===== config.mk =====
export PLATFORM = sky130hd
export DESIGN_NAME = ts_lane_deskew
export DESIGN_NICKNAME = d
export VERILOG_FILES = /design/src/rtl/ts_lane_deskew.sv
export SDC_FILE = /design/constraint.sdc
export NUM_CORES = 2
export LEC_CHECK = 0
export ABC_AREA = 1
export BUFFER_PORTS_ARGS = -buffer_cell sky130_fd_sc_hd__buf_2
export CORE_UTILIZATION = 30
export DETAILED_ROUTE_END_ITERATION = 16
export PLACE_DENSITY = 0.5
export SLEW_MARGIN = 25
export SYNTH_ARGS = -nofsm -noshare
export SYNTH_HDL_FRONTEND = slang
export SYNTH_MEMORY_MAX_BITS = 65536
export SYNTH_SLANG_ARGS = --single-unit

===== constraint.sdc =====
create_clock -name clk -period 39.9 [get_ports clk]
set_input_delay 11.97 -clock clk [delete_from_list [all_inputs] [get_ports clk]]
set_output_delay 11.97 -clock clk [all_outputs]
set_load 0.01 [all_outputs]

===== src/rtl/ts_lane_deskew.sv =====
// Purpose: aligns TS ordered sets across up to four lanes through per-lane FIFOs and a single lock FSM.
// Latency: 2 cycles from input valid to ts_o_vld when all active lanes arrive in the same cycle.
// Backpressure: none upstream; a write into a full FIFO that is not popping that cycle is an overflow and forces ERR.
module ts_lane_deskew #(
  parameter int DEPTH    = 8,
  parameter int MAX_SKEW = 16
) (
  input  logic         clk,
  input  logic         rst,
  input  logic [127:0] lane0_ts_i,
  input  logic [127:0] lane1_ts_i,
  input  logic [127:0] lane2_ts_i,
  input  logic [127:0] lane3_ts_i,
  input  logic         lane0_ts_i_vld,
  input  logic         lane1_ts_i_vld,
  input  logic         lane2_ts_i_vld,
  input  logic         lane3_ts_i_vld,
  input  logic [3:0]   lane_mask,
  output logic [127:0] lane0_ts_o,
  output logic [127:0] lane1_ts_o,
  output logic [127:0] lane2_ts_o,
  output logic [127:0] lane3_ts_o,
  output logic         ts_o_vld,
  output logic         aligned,
  output logic         deskew_err,
  output logic [7:0]   skew_cnt
);

  localparam int AW = $clog2(DEPTH);

  typedef enum logic [1:0] {IDLE, ALIGN, LOCKED, ERR} state_t;

  state_t       r_state;
  logic [3:0]   r_mask;
  logic [7:0]   r_cnt;
  logic [7:0]   r_skew;
  logic         r_aligned;
  logic         r_err;
  logic         r_vld;
  logic [127:0] r_ts_o [4];
  logic [127:0] r_mem  [4][DEPTH];
  logic [AW:0]  r_wp   [4];
  logic [AW:0]  r_rp   [4];

  logic [127:0] w_ts_in [4];
  logic [3:0]   w_vld;
  logic [3:0]   w_act;
  logic [3:0]   w_empty;
  logic [3:0]   w_full;
  logic [3:0]   w_req;
  logic [3:0]   w_ovf_lane;
  logic [3:0]   w_wr;
  logic         w_pop;
  logic         w_ovf;

  assign w_ts_in[0] = lane0_ts_i;
  assign w_ts_in[1] = lane1_ts_i;
  assign w_ts_in[2] = lane2_ts_i;
  assign w_ts_in[3] = lane3_ts_i;
  assign w_vld      = {lane3_ts_i_vld, lane2_ts_i_vld, lane1_ts_i_vld, lane0_ts_i_vld};

  // In IDLE the live mask decides which lanes may start an alignment; afterwards the sampled copy rules.
  assign w_act = (r_state == IDLE) ? lane_mask : r_mask;

  // Per-lane FIFO status from the extra pointer MSB: equal means empty, MSB-only difference means full.
  always_comb begin
    w_empty = '0;
    w_full  = '0;
    for (int n = 0; n < 4; n++) begin
      w_empty[n] = (r_wp[n] == r_rp[n]);
      w_full[n]  = (r_wp[n][AW] != r_rp[n][AW]) && (r_wp[n][AW-1:0] == r_rp[n][AW-1:0]);
    end
  end

  assign w_pop      = ((r_state == ALIGN) || (r_state == LOCKED)) && (r_mask != 4'b0000) &&
                      ((w_empty & r_mask) == 4'b0000);
  assign w_req      = w_vld & w_act & {4{r_state != ERR}};
  // A pop on the same cycle frees a slot first, so a full FIFO only overflows when nothing is popped.
  assign w_ovf_lane = w_req & w_full & {4{~w_pop}};
  assign w_ovf      = |w_ovf_lane;
  assign w_wr       = w_req & ~w_ovf_lane;

  // Lock FSM with registered status outputs.
  always_ff @(posedge clk) begin
    if (rst) begin
      r_state   <= IDLE;
      r_mask    <= 4'b0000;
      r_cnt     <= 8'd0;
      r_skew    <= 8'd0;
      r_aligned <= 1'b0;
      r_err     <= 1'b0;
    end else begin
      r_err <= 1'b0;
      case (r_state)
        IDLE: begin
          r_mask <= lane_mask;
          if (|w_wr) begin
            r_state <= ALIGN;
            r_cnt   <= 8'd0;
          end
        end
        ALIGN: begin
          if (r_cnt != 8'hFF) r_cnt <= r_cnt + 8'd1;
          if (w_ovf) begin
            r_state <= ERR;
            r_err   <= 1'b1;
          end else if (w_pop) begin
            r_state   <= LOCKED;
            r_aligned <= 1'b1;
            r_skew    <= r_cnt;
          end else if (r_cnt == 8'(MAX_SKEW)) begin
            r_state <= ERR;
            r_err   <= 1'b1;
          end
        end
        LOCKED: begin
          if (w_ovf) begin
            r_state   <= ERR;
            r_aligned <= 1'b0;
            r_err     <= 1'b1;
          end
        end
        default: begin
          r_state <= IDLE;
        end
      endcase
    end
  end

  // FIFO pointers and the registered deskewed output stage; ERR flushes every lane.
  always_ff @(posedge clk) begin
    if (rst) begin
      r_vld <= 1'b0;
      for (int n = 0; n < 4; n++) begin
        r_wp[n]   <= '0;
        r_rp[n]   <= '0;
        r_ts_o[n] <= '0;
      end
    end else begin
      r_vld <= w_pop;
      for (int n = 0; n < 4; n++) begin
        if (r_state == ERR) begin
          r_wp[n] <= '0;
          r_rp[n] <= '0;
        end else begin
          if (w_wr[n]) r_wp[n] <= r_wp[n] + (AW+1)'(1);
          if (w_pop && r_mask[n]) r_rp[n] <= r_rp[n] + (AW+1)'(1);
        end
        if (w_pop) r_ts_o[n] <= r_mask[n] ? r_mem[n][r_rp[n][AW-1:0]] : '0;
      end
    end
  end

  // FIFO storage; no reset needed since the pointers define what is valid.
  always_ff @(posedge clk) begin
    for (int n = 0; n < 4; n++) begin
      if (w_wr[n]) r_mem[n][r_wp[n][AW-1:0]] <= w_ts_in[n];
    end
  end

  assign lane0_ts_o = r_ts_o[0];
  assign lane1_ts_o = r_ts_o[1];
  assign lane2_ts_o = r_ts_o[2];
  assign lane3_ts_o = r_ts_o[3];
  assign ts_o_vld   = r_vld;
  assign aligned    = r_aligned;
  assign deskew_err = r_err;
  assign skew_cnt   = r_skew;

endmodule


==> impl_results.md <==
- Ranking of synthesized cells by area: edfxtp_1, nand2_1, nand3_1
- WHS Endpoint: aligned
- Reg2Reg Depth: 16
- Slew at the pin closest to its max-slew limit: 1.24 ns
- Setup Fix Bufs, Post-CTS: 0
- Reg2reg start: r_rp[3][0]
- Synth area leader: edfxtp_1
- Die width: 777 um
- Vias: 109108
- CTS buffer count: 525
- R2R Path End: r_ts_o[1][51]
- Met2 Resource Use GR: 0.269
- # rows: 284
- CTS sink count: 4665
- Reg-to-reg setup timing slack: 31.87 ns
- CP Capture Type: register
- Share of the synthesized area in the top cell type: 0.772
- Crit-path max FO: 46
- Clock Path Buffers: 4
- Internal power: 8.81 mW
- Hpwl dp: 289 mm
- Total routed wirelength: 526 mm
- Crit. Startpoint: rst
- Clock power share: 0.378
- Average size of a mapped cell: 13.2 um2
- Min-Delay Startpoint: aligned
- Core Footprint: 598000 um2
- Antenna-violating nets left: 0
- Yosys cell types: 31
- Status: finished, final reports clean
- Max Slew Vio Count: 0
- GR peak layer: met2
- M3 GR Usage: 0.0368
- Finish-stage setup viols: 0
- Tcrit/Tclk final: 0.428
- H-tree Lvls: 6
- First-pass GRT wire length: 754 mm
- Fraction of layout cells with a size suffix above 1: 0.160
- Setup crit start kind: input pin
- Power Dens Cells: 58.0 nW/um2
- CTS-repair resized insts: 0
- CP Data Required Time: 40.52 ns
- Initial cell density of the core: 0.301
- Antenna violations before repair: 234
- Ports: 1045
- Yosys reg bits: 4665
- Pleak: 73.2 nW
- Cell Area, Synth: 180000 um2
- CTS Hold Bufs: 0
- Hold-critical path depth: 2
- Max-cap violations: 0
- Reg power frac: 0.488
- Routed vias/inst: 4.74
- CTS tree: done
- Met1 usage: 0.228
- Sequential Area: 140000 um2
- Seq/Total Area, Yosys: 0.775
- First DRT Iteration DRCs: 8248
- Combinational power share: 0.134
- Multi-input logic area: 36900 um2
- Worst rel slew slack: 0.170
- Synth-to-layout area growth: 16.9%
- Fin Hold WS: 0.490 ns
- Layout Nets: 15063
- Clock period minus worst slack: 17.08 ns
- Max Freq: 0.0585 GHz
- Unrepaired setup endpoints after global routing: false
- Synth Warn #: 0
- Port Buf Inserts: 1044
- Initial DRT Pass Iterations: 5
- Arr. time, crit path: 17.71 ns
- Total gr overflow: 0
- Number of global-route vias before repair: 104231
- Hold Vio Cnt, Final: 0
- Final GP Congestion: 0.754
- Synthesized net count: 14167
- Switch Pwr: 3.42 mW
- GR Util All Layers: 0.167
- DR DRC count: 0
- Die H: 777 um
- Switch share: 0.280
- Pin count of the biggest net entering global routing: 207
- Peak supply drop: 0.0000402 V
- Routed len/inst: 22.8 um
- Setup CP Type: in2reg
- Full die area: 604000 um2
- Root buffer cell: clkbuf_16
- Clk pin slew, worst setup/hold paths: 0.06 ns
- Hold WC Path Type: reg2reg
- Fillers: 57922
- Clk Latency, worst-skew pair: 1.03 ns
- Skew final: 0.0486 ns
- Mapped Cells: 13631
- Total Neg Setup Slack: 0 ns
synth_stat cells, drive strengths merged:
library cell,count
xor2,7
nor3b,1
a31oi,1
or2,1
nand3,3092
a21oi,533
buf,117
ha,14
o22ai,4
o21ai,28
dfxtp,25
edfxtp,4640
inv,88
nand2,4200
nor3,11
xnor2,13
a211oi,1
nor2,110
clkbuf,743
nand4,2
cells in the final DEF (no fill, tap or decap), types with 76 or more instances in the layout:
cell,count
clkinv_1,107
a21oi_2,428
nor2_1,76
clkbuf_16,529
nand3_1,3092
buf_2,1044
a21oi_1,105
buf_4,147
clkbuf_1,159
nand2_1,4193
diode_2,93
edfxtp_1,4640
kinds of logic (layout without fill, tap and decap cells):
group / count (synthesis) / in the layout / share of synthesized area
buf+inv: 948 / 2243 / 0.0219
simple gates: 7417 / 7417 / 0.176
other cells: 0 / 93 / 0
flops: 4665 / 4665 / 0.775
fa+ha+maj: 14 / 14 / 0.000971
compound gates: 567 / 567 / 0.0247
xor+xnor: 20 / 20 / 0.000971
power groups by stage:
stage	Combinational [mW]	Sequential (mW)	Clock, mW
2_1_floorplan	0.862	6.16	0
3_3_place_gp	1.67	6.08	0
3_5_place_dp	1.67	6.07	0
4_1_cts	1.67	5.98	4.73
5_1_grt	1.80	5.99	4.91
6_report	1.64	5.97	4.62
worst max-delay path by stage:
stage                                to  cells after the start
after floorplan            r_ts_o[0][0]                      4
after global routing      r_ts_o[1][51]                     10
after detailed placement   r_ts_o[1][1]                     10
after CTS                 r_ts_o[1][51]                     10
after global placement    r_ts_o[1][60]                     10
final                     r_ts_o[1][51]                     10
area by class of cell:
cell class,instances,share of cell area
clock buffers,688,0.0656
multi-input cells,8018,0.175
well taps,8008,0.0475
diodes,93,0.00110
repair buffers,1229,0.0338
flip-flops and latches,4665,0.663
inverters,88,0.00210
clock inverters,238,0.0118
metal layers:
metal / up-vias / part of all wire
met2: 2927 / 0.47
met3: 944 / 0.067
met4: 94 / 0.027
li1: 50864 / -
met5: - / 0.0012
met1: 54279 / 0.44
sequential cells by signal, summed over array words and instances (netlist names):
| signal | count |
|---|---|
| skew_cnt | 8 |
| r_mask | 4 |
| r_rp | 16 |
| aligned | 1 |
| r_ts_o | 512 |
| deskew_err | 1 |
| ts_o_vld | 1 |
| r_wp | 16 |
| r_cnt | 8 |
| r_mem | 4096 |
| r_state | 2 |
stage by stage:
stage | cells | utilization | worst slack [ns] | area (um2) | power [mW]
after floorplan | 13631 | - | 15.30 | 180000 | 7.02
after global placement | 21997 | 0.324 | 21.68 | 194000 | 7.75
after detailed placement | 22000 | 0.324 | 21.59 | 194000 | 7.74
after CTS | 22926 | 0.352 | 22.73 | 210000 | 12.4
after global routing | 22953 | 0.352 | 22.63 | 211000 | 12.7
final | 23027 | 0.352 | 22.82 | 211000 | 12.2
critical path, cell delays in order:
cell and delay [ns]:
buf_2 0.10, buf_4 0.24, inv_1 0.12, nand2_4 0.66, buf_4 0.68, buf_4 0.69
buf_4 0.68, buf_4 0.66, buf_4 0.66, buf_4 0.80
Note: power is estimated with default switching activity, not from simulation.
